===== src/rtl/remote_key_ctrl.sv =====
// Snake-game key controller fed by the NEC IR receiver: resynchronises its pulses, filters direction commands,
// toggles pause on OK and tracks hold/release. Optional macro REMOTE_BOOST_EN enables the HELD state and boost.
module remote_key_ctrl #(
    parameter int         CLK_FREQ       = 50_000_000,
    parameter int         REL_TIMEOUT_MS = 120,
    parameter int         HOLD_REPEATS   = 3,
    parameter logic [7:0] KEY_UP         = 8'h18,
    parameter logic [7:0] KEY_DOWN       = 8'h52,
    parameter logic [7:0] KEY_LEFT       = 8'h08,
    parameter logic [7:0] KEY_RIGHT      = 8'h5A,
    parameter logic [7:0] KEY_OK         = 8'h1C
) (
    input  logic       sys_clk,
    input  logic       sys_rst_n,
    input  logic       data_en,
    input  logic [7:0] data,
    input  logic       repeat_en,
    output logic       cmd_valid,
    input  logic       cmd_ready,
    output logic [1:0] cmd_dir,
    output logic       pause,
    output logic       boost,
    output logic       key_held
);

    localparam int TIMER_MAX = REL_TIMEOUT_MS * (CLK_FREQ / 1000) - 1;
    localparam int TW        = $clog2(TIMER_MAX + 1);

    typedef enum logic [1:0] {
        IDLE,
        PRESSED,
        HELD
    } state_t;

    state_t          state;
    state_t          state_next;
    logic [TW-1:0]   timer;
    logic            timer_reload;
    logic            de_s1, de_s2, de_s3;
    logic            rp_s1, rp_s2, rp_s3;
    logic            data_evt;
    logic            rep_evt;
    logic            is_up, is_down, is_left, is_right, is_ok;
    logic            dir_key;
    logic            mapped;
    logic            map_evt;
    logic            expired;
    logic [1:0]      new_dir;
    logic [1:0]      last_dir;
    logic            load;
    logic            xfer;

    // Two flops tame metastability; the third turns any pulse length into a single-cycle event.
    always_ff @(posedge sys_clk) begin
        if (!sys_rst_n) begin
            de_s1 <= 1'b0;
            de_s2 <= 1'b0;
            de_s3 <= 1'b0;
            rp_s1 <= 1'b0;
            rp_s2 <= 1'b0;
            rp_s3 <= 1'b0;
        end else begin
            de_s1 <= data_en;
            de_s2 <= de_s1;
            de_s3 <= de_s2;
            rp_s1 <= repeat_en;
            rp_s2 <= rp_s1;
            rp_s3 <= rp_s2;
        end
    end

    assign data_evt = de_s2 & ~de_s3;
    assign rep_evt  = rp_s2 & ~rp_s3;

    assign is_up    = (data == KEY_UP);
    assign is_down  = (data == KEY_DOWN);
    assign is_left  = (data == KEY_LEFT);
    assign is_right = (data == KEY_RIGHT);
    assign is_ok    = (data == KEY_OK);
    assign dir_key  = is_up | is_down | is_left | is_right;
    assign mapped   = dir_key | is_ok;
    assign map_evt  = data_evt & mapped;
    assign expired  = (timer == '0);

    always_comb begin
        new_dir = 2'b00;
        if (is_down)  new_dir = 2'b01;
        if (is_left)  new_dir = 2'b10;
        if (is_right) new_dir = 2'b11;
    end

    // Opposite directions differ only in bit 0, so a reversal is last_dir with bit 0 flipped.
    assign load = data_evt & dir_key & ~pause
                & (new_dir != {last_dir[1], ~last_dir[0]})
                & ~((new_dir == last_dir) & ~cmd_valid);
    assign xfer = cmd_valid & cmd_ready;

    always_ff @(posedge sys_clk) begin
        if (!sys_rst_n) begin
            cmd_valid <= 1'b0;
            cmd_dir   <= 2'b11;
            last_dir  <= 2'b11;
            pause     <= 1'b0;
        end else begin
            if (xfer)
                last_dir <= cmd_dir;
            if (load) begin
                cmd_dir   <= new_dir;
                cmd_valid <= 1'b1;
            end else if (xfer) begin
                cmd_valid <= 1'b0;
            end
            if (data_evt && is_ok)
                pause <= ~pause;
        end
    end

    always_ff @(posedge sys_clk) begin
        if (!sys_rst_n)
            timer <= '0;
        else if (timer_reload)
            timer <= TW'(TIMER_MAX);
        else if (!expired)
            timer <= timer - 1'b1;
    end

`ifdef REMOTE_BOOST_EN
    localparam int CW = $clog2(HOLD_REPEATS + 1);

    logic [CW-1:0] rep_count;
    logic          count_clr;
    logic          count_inc;
    logic          key_is_dir;

    // Remember whether the active key is a direction; only those may be boosted.
    always_ff @(posedge sys_clk) begin
        if (!sys_rst_n) begin
            rep_count  <= '0;
            key_is_dir <= 1'b0;
        end else begin
            if (map_evt)
                key_is_dir <= dir_key;
            if (count_clr)
                rep_count <= '0;
            else if (count_inc && rep_count != CW'(HOLD_REPEATS))
                rep_count <= rep_count + 1'b1;
        end
    end
`endif

    always_ff @(posedge sys_clk) begin
        if (!sys_rst_n)
            state <= IDLE;
        else
            state <= state_next;
    end

    // A fresh data event always takes priority over expiry and repeats.
    always_comb begin
        state_next   = state;
        timer_reload = 1'b0;
`ifdef REMOTE_BOOST_EN
        count_clr    = 1'b0;
        count_inc    = 1'b0;
`endif
        case (state)
            IDLE: begin
                if (map_evt) begin
                    state_next   = PRESSED;
                    timer_reload = 1'b1;
`ifdef REMOTE_BOOST_EN
                    count_clr    = 1'b1;
`endif
                end
            end
            PRESSED: begin
                if (map_evt) begin
                    timer_reload = 1'b1;
`ifdef REMOTE_BOOST_EN
                    count_clr    = 1'b1;
`endif
                end else if (rep_evt) begin
                    timer_reload = 1'b1;
`ifdef REMOTE_BOOST_EN
                    count_inc    = 1'b1;
                    if (key_is_dir && rep_count == CW'(HOLD_REPEATS - 1))
                        state_next = HELD;
`endif
                end else if (expired) begin
                    state_next = IDLE;
                end
            end
            HELD: begin
                if (map_evt) begin
                    state_next   = PRESSED;
                    timer_reload = 1'b1;
`ifdef REMOTE_BOOST_EN
                    count_clr    = 1'b1;
`endif
                end else if (rep_evt) begin
                    timer_reload = 1'b1;
                end else if (expired) begin
                    state_next = IDLE;
                end
            end
            default: state_next = IDLE;
        endcase
    end

    assign key_held = (state != IDLE);
`ifdef REMOTE_BOOST_EN
    assign boost = (state == HELD);
`else
    assign boost = 1'b0;
`endif

endmodule


===== config.mk =====
export PLATFORM = sky130hd
export DESIGN_NAME = remote_key_ctrl
export DESIGN_NICKNAME = d
export VERILOG_FILES = /design/src/rtl/remote_key_ctrl.sv
export SDC_FILE = /design/constraint.sdc
export NUM_CORES = 1
export LEC_CHECK = 0
export BUFFER_PORTS_ARGS = -buffer_cell sky130_fd_sc_hd__buf_4
export CAP_MARGIN = 20
export CORE_UTILIZATION = 58
export CTS_BUF_LIST = sky130_fd_sc_hd__clkbuf_16
export CTS_CLUSTER_SIZE = 25
export DETAILED_ROUTE_END_ITERATION = 16
export PLACE_DENSITY = 0.9
export SLEW_MARGIN = 15
export SYNTH_ARGS = -nofsm -noshare
export SYNTH_HDL_FRONTEND = slang
export SYNTH_SLANG_ARGS = --single-unit
export TNS_END_PERCENT = 5

===== constraint.sdc =====
create_clock -name sys_clk -period 2.19 [get_ports sys_clk]
set_input_delay 0.219 -clock sys_clk [delete_from_list [all_inputs] [get_ports sys_clk]]
set_output_delay 0.219 -clock sys_clk [all_outputs]
set_load 0.005 [all_outputs]

==> results of run 1 <==
==> logic make-up (layout without fill, tap and decap cells) <==
| group | count (synthesis) | after routing | share of synthesized area |
|---|---|---|---|
| fa+ha+maj | 6 | 6 | 0.0368 |
| flops | 37 | 37 | 0.363 |
| buf+inv | 20 | 48 | 0.0496 |
| compound gates | 48 | 48 | 0.183 |
| xor+xnor | 11 | 11 | 0.0472 |
| mux | 4 | 4 | 0.0196 |
| simple gates | 102 | 102 | 0.299 |
| other cells | 1 | 1 | 0.00184 |
==> metrics by stage <==
step / TNS [ns] / hold slack (ns)
global route: -0.0348 / 0.147
global placement: 0 / 0.413
detailed placement: 0 / 0.420
CTS: 0 / 0.139
finish: 0 / 0.145
floorplan: 0 / 0.346
==> metal layers <==
| metal | vias to the layer above | part of all wire | global-route usage |
|---|---|---|---|
| met5 | - | 0 | 0 |
| met4 | 0 | 0.017 | 0.127 |
| met3 | 7 | 0.038 | 0.0903 |
| met2 | 32 | 0.49 | 0.435 |
| met1 | 857 | 0.45 | 0.299 |
| li1 | 904 | - | - |
==> registers in the layout, indices dropped and copies added, names as in the netlist <==
signal     cells
state          2
rp_s2          1
cmd_valid      1
last_dir       2
rp_s1          1
cmd_dir        2
timer         23
de_s3          1
de_s2          1
de_s1          1
pause          1
rp_s3          1
==> how the worst min path moves through the flow <==
stage / end / startpoint / slack (ns) / cells past startpoint
after CTS: rp_s1 / repeat_en / 0.14 / 2
after global placement: de_s2 / de_s1 / 0.41 / 1
after floorplan: de_s1 / data_en / 0.35 / 1
after global routing: de_s1 / data_en / 0.15 / 2
final: rp_s1 / repeat_en / 0.14 / 2
after detailed placement: rp_s2 / rp_s1 / 0.42 / 1
==> power by group <==
| group | switching (µW) | internal, µW | total [µW] | leakage (µW) |
|---|---|---|---|---|
| Combinational | 966 | 801 | 1770 | 0.000594 |
| Clock | 264 | 411 | 674 | 0.0000687 |
| Sequential | 184 | 866 | 1050 | 0.000303 |
| Total | 1410 | 2080 | 3490 | 0.000965 |
==> placed cells by master (no fill, tap or decap), drive strengths merged, types with 3 or more instances in the layout <==
cell,instances
inv,11
nand2b,5
or4,6
nand3b,4
o21ai,11
buf,29
o211ai,9
mux2i,4
ha,6
or3,7
nor3,11
o21a,4
nor4,5
nor2b,3
o311ai,5
nand2,13
clkinv,3
a21oi,6
and2,7
nand4,6
xor2,8
nor2,15
nand3,10
xnor2,3
clkbuf,5
dfxtp,37
==> cell type report <==
cell class	instances	area (µm²)	area share
Multi-Input combinational cell	172	1210	0.502
Sequential cell	37	741	0.306
Timing Repair Buffer	29	230	0.0950
Clock buffer	5	125	0.0517
Tap cell	46	57.6	0.0238
Inverter	11	41.3	0.0170
Clock inverter	3	12.5	0.00517
==> repair_timing <==
| item | 4_1_cts | 5_1_grt |
|---|---|---|
| resized for setup | 0 | 2 |
| endpoints found under the setup margin | 0 | 3 |
| hold buffers | 0 | 0 |
==> out/metrics.yaml, run 1 <==
synthesis:
  yosysWarnings: 0
  synth_most_common_cell: "dfxtp_1"
  synth_area_leaders: "dfxtp_1, ha_1, xor2_1"
  ys_seq_area_frac: 0.363
  synth_top_area_cell: "dfxtp_1"
  synth_nets: 248
  synthArstFlopShare: 0
  ys.flop_type: "dfxtp_1"
  synth_edf_count: 0
  synthTopCellsByCount: "dfxtp_1, nor2_1, nand2_1, inv_1"
  netlist_area_um2: 2040
  syn_avg_cell_area_um2: 8.92
  ys_types: 56
  synth_top_cell_area_share: 0.363
  syn_inst: 229
  synth_seq_cells: 37
drt:
  drtIter0Drc: 150
  vias_per_cell: 5.94
  wl_per_cell_um: 14.8
  drt_wl_total_um: 4470
  postRouteAntennaNets: 0
  dr.pass1.iters: 5
  vias: 1800
  drc: 0
cts:
  clock_sinks: 37
  cts-root-buf: "clkbuf_16"
  post_cts_buffers: 0
  cts_max_level: 2
  clk-insertion-delay-late_ns: 0.28
  clk_pin_slew_worst_paths_ns: 0.05
  cts_max_path_buffers: 2
  cts_tree: "done"
  cts_made_buffers: 5
placed_design:
  port_buffers: 17
  place_ws_ns: 0.0607
  hpwl_um: 2990
  place.gp.congestion: 0.828
  postPlaceCellArea_um2: 2270
  dp.cells: 295
timing:
  rsz0062_at_grt: "yes"
  finalClockSkew_ns: 0.00370
  slew_viol_final: 0
  slew_headroom: 0.592
  timing.final.crit_period_ns: 2.08
  hold_violations: 0
  tightestPinTransition_ns: 0.606
  fmax_ghz: 0.480
  setup_viol: 0
  fin_ws_ns: 0.106
  finalCritPeriodShare: 0.952
critical_path:
  crit_slowest_cell: "or4b_2"
  arrival_ns: 2.31
  cp-startpoint: "timer[0]"
  crit_type: "flip-flop to flip-flop"
  timing.rr.start: "timer[0]"
  end_kind: "flip-flop"
  crit_buf_inv: 3
  crit_chain: "inv_1 > ha_1 > nor4b_1 > buf_4 > nand4_1 > o21bai_2 > buf_4 > or4b_2 > nand3_1"
  regToRegEndpoint: "timer[8]"
  path_depth: 9
  endpoint: "timer[8]"
  reg2reg_depth: 9
  path_max_fanout: 4
  max_stage_delay_ns: 0.60
  reg2reg_slack_ns: 0.11
  cp.required_ns: 2.41
  crit_path_frequent_cell: "buf_4"
  cp-start-kind: "flip-flop"
  crit_family: "simple AND/OR/NAND/NOR gates"
grt:
  grt_use_total: 0.261
  grt_antenna_before_repair: 0
  grt_pass1_wl_um: 7070
  grt_max_degree: 31
  grt_pass1_vias: 1737
  overflow: 0
hold_path:
  hp-class: "primary input to flip-flop"
power:
  fin_total_pwr_uw: 3490
  ir_drop_uv: 735
  p_leak_uw: 0.000965
  powerDensity_nw_per_um2: 1440
cells_and_area:
  fillCellCount: 264
  final_area_um2: 2420
  area_delta_synth_final_pct: 18.6
  finalNonFillerCells: 303
  final_core_utilization: 0.720
  drive_gt1_frac: 0.198
  insertedDiodeCount: 0
  layout.nets: 275
floorplan:
  die_y_um: 61.3
  io_pins: 19
  die_w_um: 61.3
  start_util: 0.607
  fp-row-count: 21
  die_area_um2: 3760
  core-area_um2: 3360
status:
  status: "completed"
job:
  maxCapViolCount: 0
Note: power is estimated with default switching activity, not from simulation.
==> run 2: changes to the inputs <==
--- a/config.mk
+++ b/config.mk
@@ -8,7 +8,6 @@
 export BUFFER_PORTS_ARGS = -buffer_cell sky130_fd_sc_hd__buf_4
 export CAP_MARGIN = 20
 export CORE_UTILIZATION = 58
-export CTS_BUF_LIST = sky130_fd_sc_hd__clkbuf_16
 export CTS_CLUSTER_SIZE = 25
 export DETAILED_ROUTE_END_ITERATION = 16
 export PLACE_DENSITY = 0.9
==> out/metrics.yaml, run 2 (synthesis gave the netlist of run 1 again) <==
grt:
  overflow: 0
  grt_use_total: 0.247
  grt_pass1_wl_um: 6820
  grt_max_degree: 31
  grt_pass1_vias: 1672
  grt_antenna_before_repair: 0
timing:
  slew_viol_final: 0
  finalCritPeriodShare: 0.959
  fin_setup_tns_ns: 0
  setup_viol: 0
  timing.final.crit_period_ns: 2.10
  fin_ws_ns: 0.0892
  tightestPinTransition_ns: 0.617
  slew_headroom: 0.585
  hold_violations: 0
  finalClockSkew_ns: 0.00369
  fin_hold_ws_ns: 0.0749
  fmax_ghz: 0.476
cells_and_area:
  final_area_um2: 2360
  final_cell_mix: "dfxtp_1, buf_4, nor2_1, nand2_1, inv_1"
  max_flop_register: "timer"
  drive_gt1_frac: 0.214
  insertedDiodeCount: 0
  final_common_cell: "dfxtp_1"
  layout.nets: 275
  fillCellCount: 272
  largest_reg_flops: 23
  area_delta_synth_final_pct: 15.6
critical_path:
  cp.required_ns: 2.48
  end_kind: "flip-flop"
  crit_buf_inv: 3
  path_max_fanout: 4
  crit_type: "flip-flop to flip-flop"
  crit_path_frequent_cell: "buf_4"
  reg2reg_slack_ns: 0.09
  crit_slowest_cell: "or4b_2"
  crit_family: "simple AND/OR/NAND/NOR gates"
  reg2reg_depth: 9
  cp-start-kind: "flip-flop"
  arrival_ns: 2.39
  crit_chain: "inv_1 > ha_1 > nor4b_1 > buf_4 > nand4_1 > o21bai_2 > buf_4 > or4b_2 > nand3_1"
  max_stage_delay_ns: 0.60
  timing.rr.start: "timer[0]"
  regToRegEndpoint: "timer[8]"
drt:
  wl_per_cell_um: 14.2
  postRouteAntennaNets: 0
  drt_wl_total_um: 4310
  drc: 0
  dr.pass1.iters: 6
  vias: 1798
  vias_per_cell: 5.93
  drtIter0Drc: 122
status:
  status: "completed"
floorplan:
  fp-row-count: 21
  die_y_um: 61.3
  core-area_um2: 3360
  start_util: 0.607
  io_pins: 19
  die_w_um: 61.3
  die_area_um2: 3760
hold_path:
  hold_depth: 2
  worstHoldEndpoint: "rp_s1"
  hp-class: "primary input to flip-flop"
  min_from: "repeat_en"
power:
  powerDensity_nw_per_um2: 1370
  ir_drop_uv: 673
  p_leak_uw: 0.000938
placed_design:
  postPlaceCellArea_um2: 2270
  hpwl_um: 2990
  place_ws_ns: 0.0607
  port_buffers: 17
  place.gp.congestion: 0.828
cts:
  cts-root-buf: "clkbuf_4"
  ctsResizeCount: 0
  clk_pin_slew_worst_paths_ns: 0.11
  post_cts_buffers: 0
  cts_made_buffers: 5
  clock_sinks: 37
  cts_tree: "done"
  cts_max_path_buffers: 2
  clk-insertion-delay-late_ns: 0.34
  hold_buffers: 0
  cts_max_level: 2
job:
  maxCapViolCount: 0
## run 2: cell types whose count changed in the layout (fill, tap and decap cells not counted), sizes merged
cell and change:
clkinv -2, clkbuf +2
## run 2: how the worst max path moves through the flow
stage,start,endpoint,slack [ns],cells past startpoint
6_report,timer[0],timer[8],0.09,9
5_1_grt,timer[17],timer[10],-0.09,6
4_1_cts,timer[0],timer[8],0.10,9
3_5_place_dp,data[5],cmd_dir[0],0.06,6
3_3_place_gp,data[5],cmd_dir[0],0.11,6
2_1_floorplan,timer[0],timer[19],0.20,8
## run 2: through the flow
step	instances	util	total power [µW]
floorplan	229	-	2190
detailed placement	295	0.675	2710
global route	303	0.702	3470
finish	303	0.702	3240
global placement	295	0.675	2640
CTS	303	0.696	3150
## run 2: report_power, final
part           internal, µW  switching, µW
registers               865            185
logic                   815            961
clock network           186            227
total                  1870           1370
## run 2: metal layers
| layer | global-route usage | vias up | share of wire |
|---|---|---|---|
| li1 | - | 902 | - |
| met4 | 0.102 | 0 | 0.020 |
| met1 | 0.288 | 840 | 0.46 |
| met5 | 0 | - | 0 |
| met3 | 0.0819 | 14 | 0.039 |
| met2 | 0.419 | 42 | 0.48 |
## run 2: area by class of cell
class / count / area, µm² / area share
Clock buffer: 7 / 65.1 / 0.0276
Clock inverter: 1 / 5.00 / 0.00212
Inverter: 11 / 41.3 / 0.0175
Multi-Input combinational cell: 172 / 1220 / 0.516
Sequential cell: 37 / 742 / 0.314
Tap cell: 46 / 57.6 / 0.0244
Timing Repair Buffer: 29 / 230 / 0.0976
==> run 3: changes to the inputs <==
--- a/config.mk
+++ b/config.mk
@@ -5,12 +5,12 @@
 export SDC_FILE = /design/constraint.sdc
 export NUM_CORES = 1
 export LEC_CHECK = 0
-export BUFFER_PORTS_ARGS = -buffer_cell sky130_fd_sc_hd__buf_4
 export CAP_MARGIN = 20
-export CORE_UTILIZATION = 58
+export CORE_UTILIZATION = 60
 export CTS_CLUSTER_SIZE = 25
 export DETAILED_ROUTE_END_ITERATION = 16
-export PLACE_DENSITY = 0.9
+export DONT_BUFFER_PORTS = 1
+export PLACE_DENSITY = 0.88
 export SLEW_MARGIN = 15
 export SYNTH_ARGS = -nofsm -noshare
 export SYNTH_HDL_FRONTEND = slang
==> out/metrics.yaml, run 3 (synthesis gave the netlist of run 1 again) <==
status:
  status: "completed"
cts:
  cts_made_buffers: 5
  clk_pin_slew_worst_paths_ns: 0.13
  cts_tree: "done"
  cts_max_path_buffers: 2
  clock_sinks: 37
  clk-insertion-delay-late_ns: 0.37
  cts_max_level: 2
  cts-root-buf: "clkbuf_4"
drt:
  drtIter0Drc: 94
  vias_per_cell: 6.18
  vias: 1786
  drt_wl_total_um: 4640
  postRouteAntennaNets: 0
  drc: 0
  dr.pass1.iters: 5
  wl_per_cell_um: 16.0
critical_path:
  crit_slowest_cell: "or4_4"
  cp.required_ns: 2.46
  crit_chain: "or4_4 > nand3b_1 > buf_4 > o21bai_4 > o21ai_0 > o21a_1"
  max_stage_delay_ns: 0.59
  crit_type: "flip-flop to flip-flop"
  arrival_ns: 2.33
  path_max_fanout: 10
  cp-start-kind: "flip-flop"
  end_kind: "flip-flop"
grt:
  grt_max_degree: 17
  overflow: 0
  grt_pass1_vias: 1748
  grt_pass1_wl_um: 7680
  grt_use_total: 0.288
  grt_antenna_before_repair: 0
placed_design:
  postPlaceCellArea_um2: 2130
  port_buffers: 0
  hpwl_um: 3080
  place.gp.congestion: 0.855
timing:
  finalCritPeriodShare: 0.941
  tightestPinTransition_ns: 0.513
  finalClockSkew_ns: 0.0100
  timing.final.crit_period_ns: 2.06
  setup_viol: 0
  slew_viol_final: 0
  fmax_ghz: 0.485
  hold_violations: 0
  fin_hold_ws_ns: 0.0131
  slew_headroom: 0.657
floorplan:
  die_area_um2: 3640
  start_util: 0.653
  core-area_um2: 3130
  die_y_um: 60.3
  io_pins: 19
  fp-row-count: 20
  die_w_um: 60.3
hold_path:
  hp-class: "primary input to flip-flop"
cells_and_area:
  layout.nets: 263
  final_common_cell: "dfxtp_1"
  fillCellCount: 224
  drive_gt1_frac: 0.151
  multiInputGateArea_um2: 1210
  ff_latch_area_um2: 741
  area_delta_synth_final_pct: 12.3
  insertedDiodeCount: 0
  largest_reg_flops: 23
  final_area_um2: 2290
  max_flop_register: "timer"
  final_cell_mix: "dfxtp_1, nor2_1, nand2_1, buf_4, inv_1"
power:
  ir_drop_uv: 966
  fin_total_pwr_uw: 3420
  powerDensity_nw_per_um2: 1490
  p_leak_uw: 0.000886
job:
  maxCapViolCount: 0
==> run 3: cell count changes in the layout (fill, tap and decap cells not counted), sizes merged <==
| cell | change |
|---|---|
| buf | -16 |
| dlygate4sd3 | +4 |
| bufinv | +2 |
| clkbuf | -2 |
| clkinv | -1 |
| inv | +1 |
==> run 3: worst max-delay path, delay by kind of cell (launching register included) <==
family	cells	cell delay, ns
and+or+nand+nor	2	0.82
buffers and inverters	1	0.19
AOI/OAI and AO/OA	3	0.59
DFF	1	0.37
==> run 3: path summary, 6_finish.rpt <==
| path | startpoint | endpoint | slack (ns) | depth (start not counted) |
|---|---|---|---|---|
| hold / removal | sys_rst_n | timer[17] | 0.01 | 2 |
| hold reg to reg | rp_s1 | rp_s2 | 0.45 | 1 |
| setup reg to reg | timer[7] | timer[2] | 0.13 | 6 |
| setup / recovery | timer[7] | timer[2] | 0.13 | 6 |
==> run 3: layer usage <==
metal | vias to the layer above | GRT usage | wire (µm)
met5 | - | 0 | 0
met4 | 0 | 0.103 | 61
met3 | 10 | 0.109 | 218
met2 | 43 | 0.484 | 2370
met1 | 855 | 0.336 | 1990
li1 | 878 | - | -
==> run 3: repair_timing <==
action / 4_1_cts / 5_1_grt
hold buffers: 3 / 1
setup endpoints to repair: 0 / 14
resized for setup: 0 / 2
buffers inserted: 0 / 1
endpoints found under the hold margin: 15 / 1
==> run 3: final cells by class <==
type / instances / share of cell area
Sequential cell: 37 / 0.323
Multi-Input combinational cell: 172 / 0.528
Tap cell: 44 / 0.0240
Clock buffer: 5 / 0.0164
Timing Repair Buffer: 17 / 0.0600
Clock inverter: 3 / 0.0300
Inverter: 11 / 0.0180
==> run 3: stage by stage <==
| stage | util | setup TNS (ns) | cells | setup slack, ns |
|---|---|---|---|---|
| 2_1_floorplan | - | 0 | 229 | 0.201 |
| 3_3_place_gp | 0.680 | 0 | 276 | 0.163 |
| 3_5_place_dp | 0.680 | 0 | 276 | 0.0767 |
| 4_1_cts | 0.724 | 0 | 287 | 0.0411 |
| 5_1_grt | 0.733 | -0.0173 | 289 | -0.0113 |
| 6_report | 0.733 | 0 | 289 | 0.129 |
==> run 3: report_power, final <==
part	switching (µW)	internal (µW)	total [µW]
sequential	185	863	1050
combinational	952	801	1750
clock	255	359	614
total	1390	2020	3420
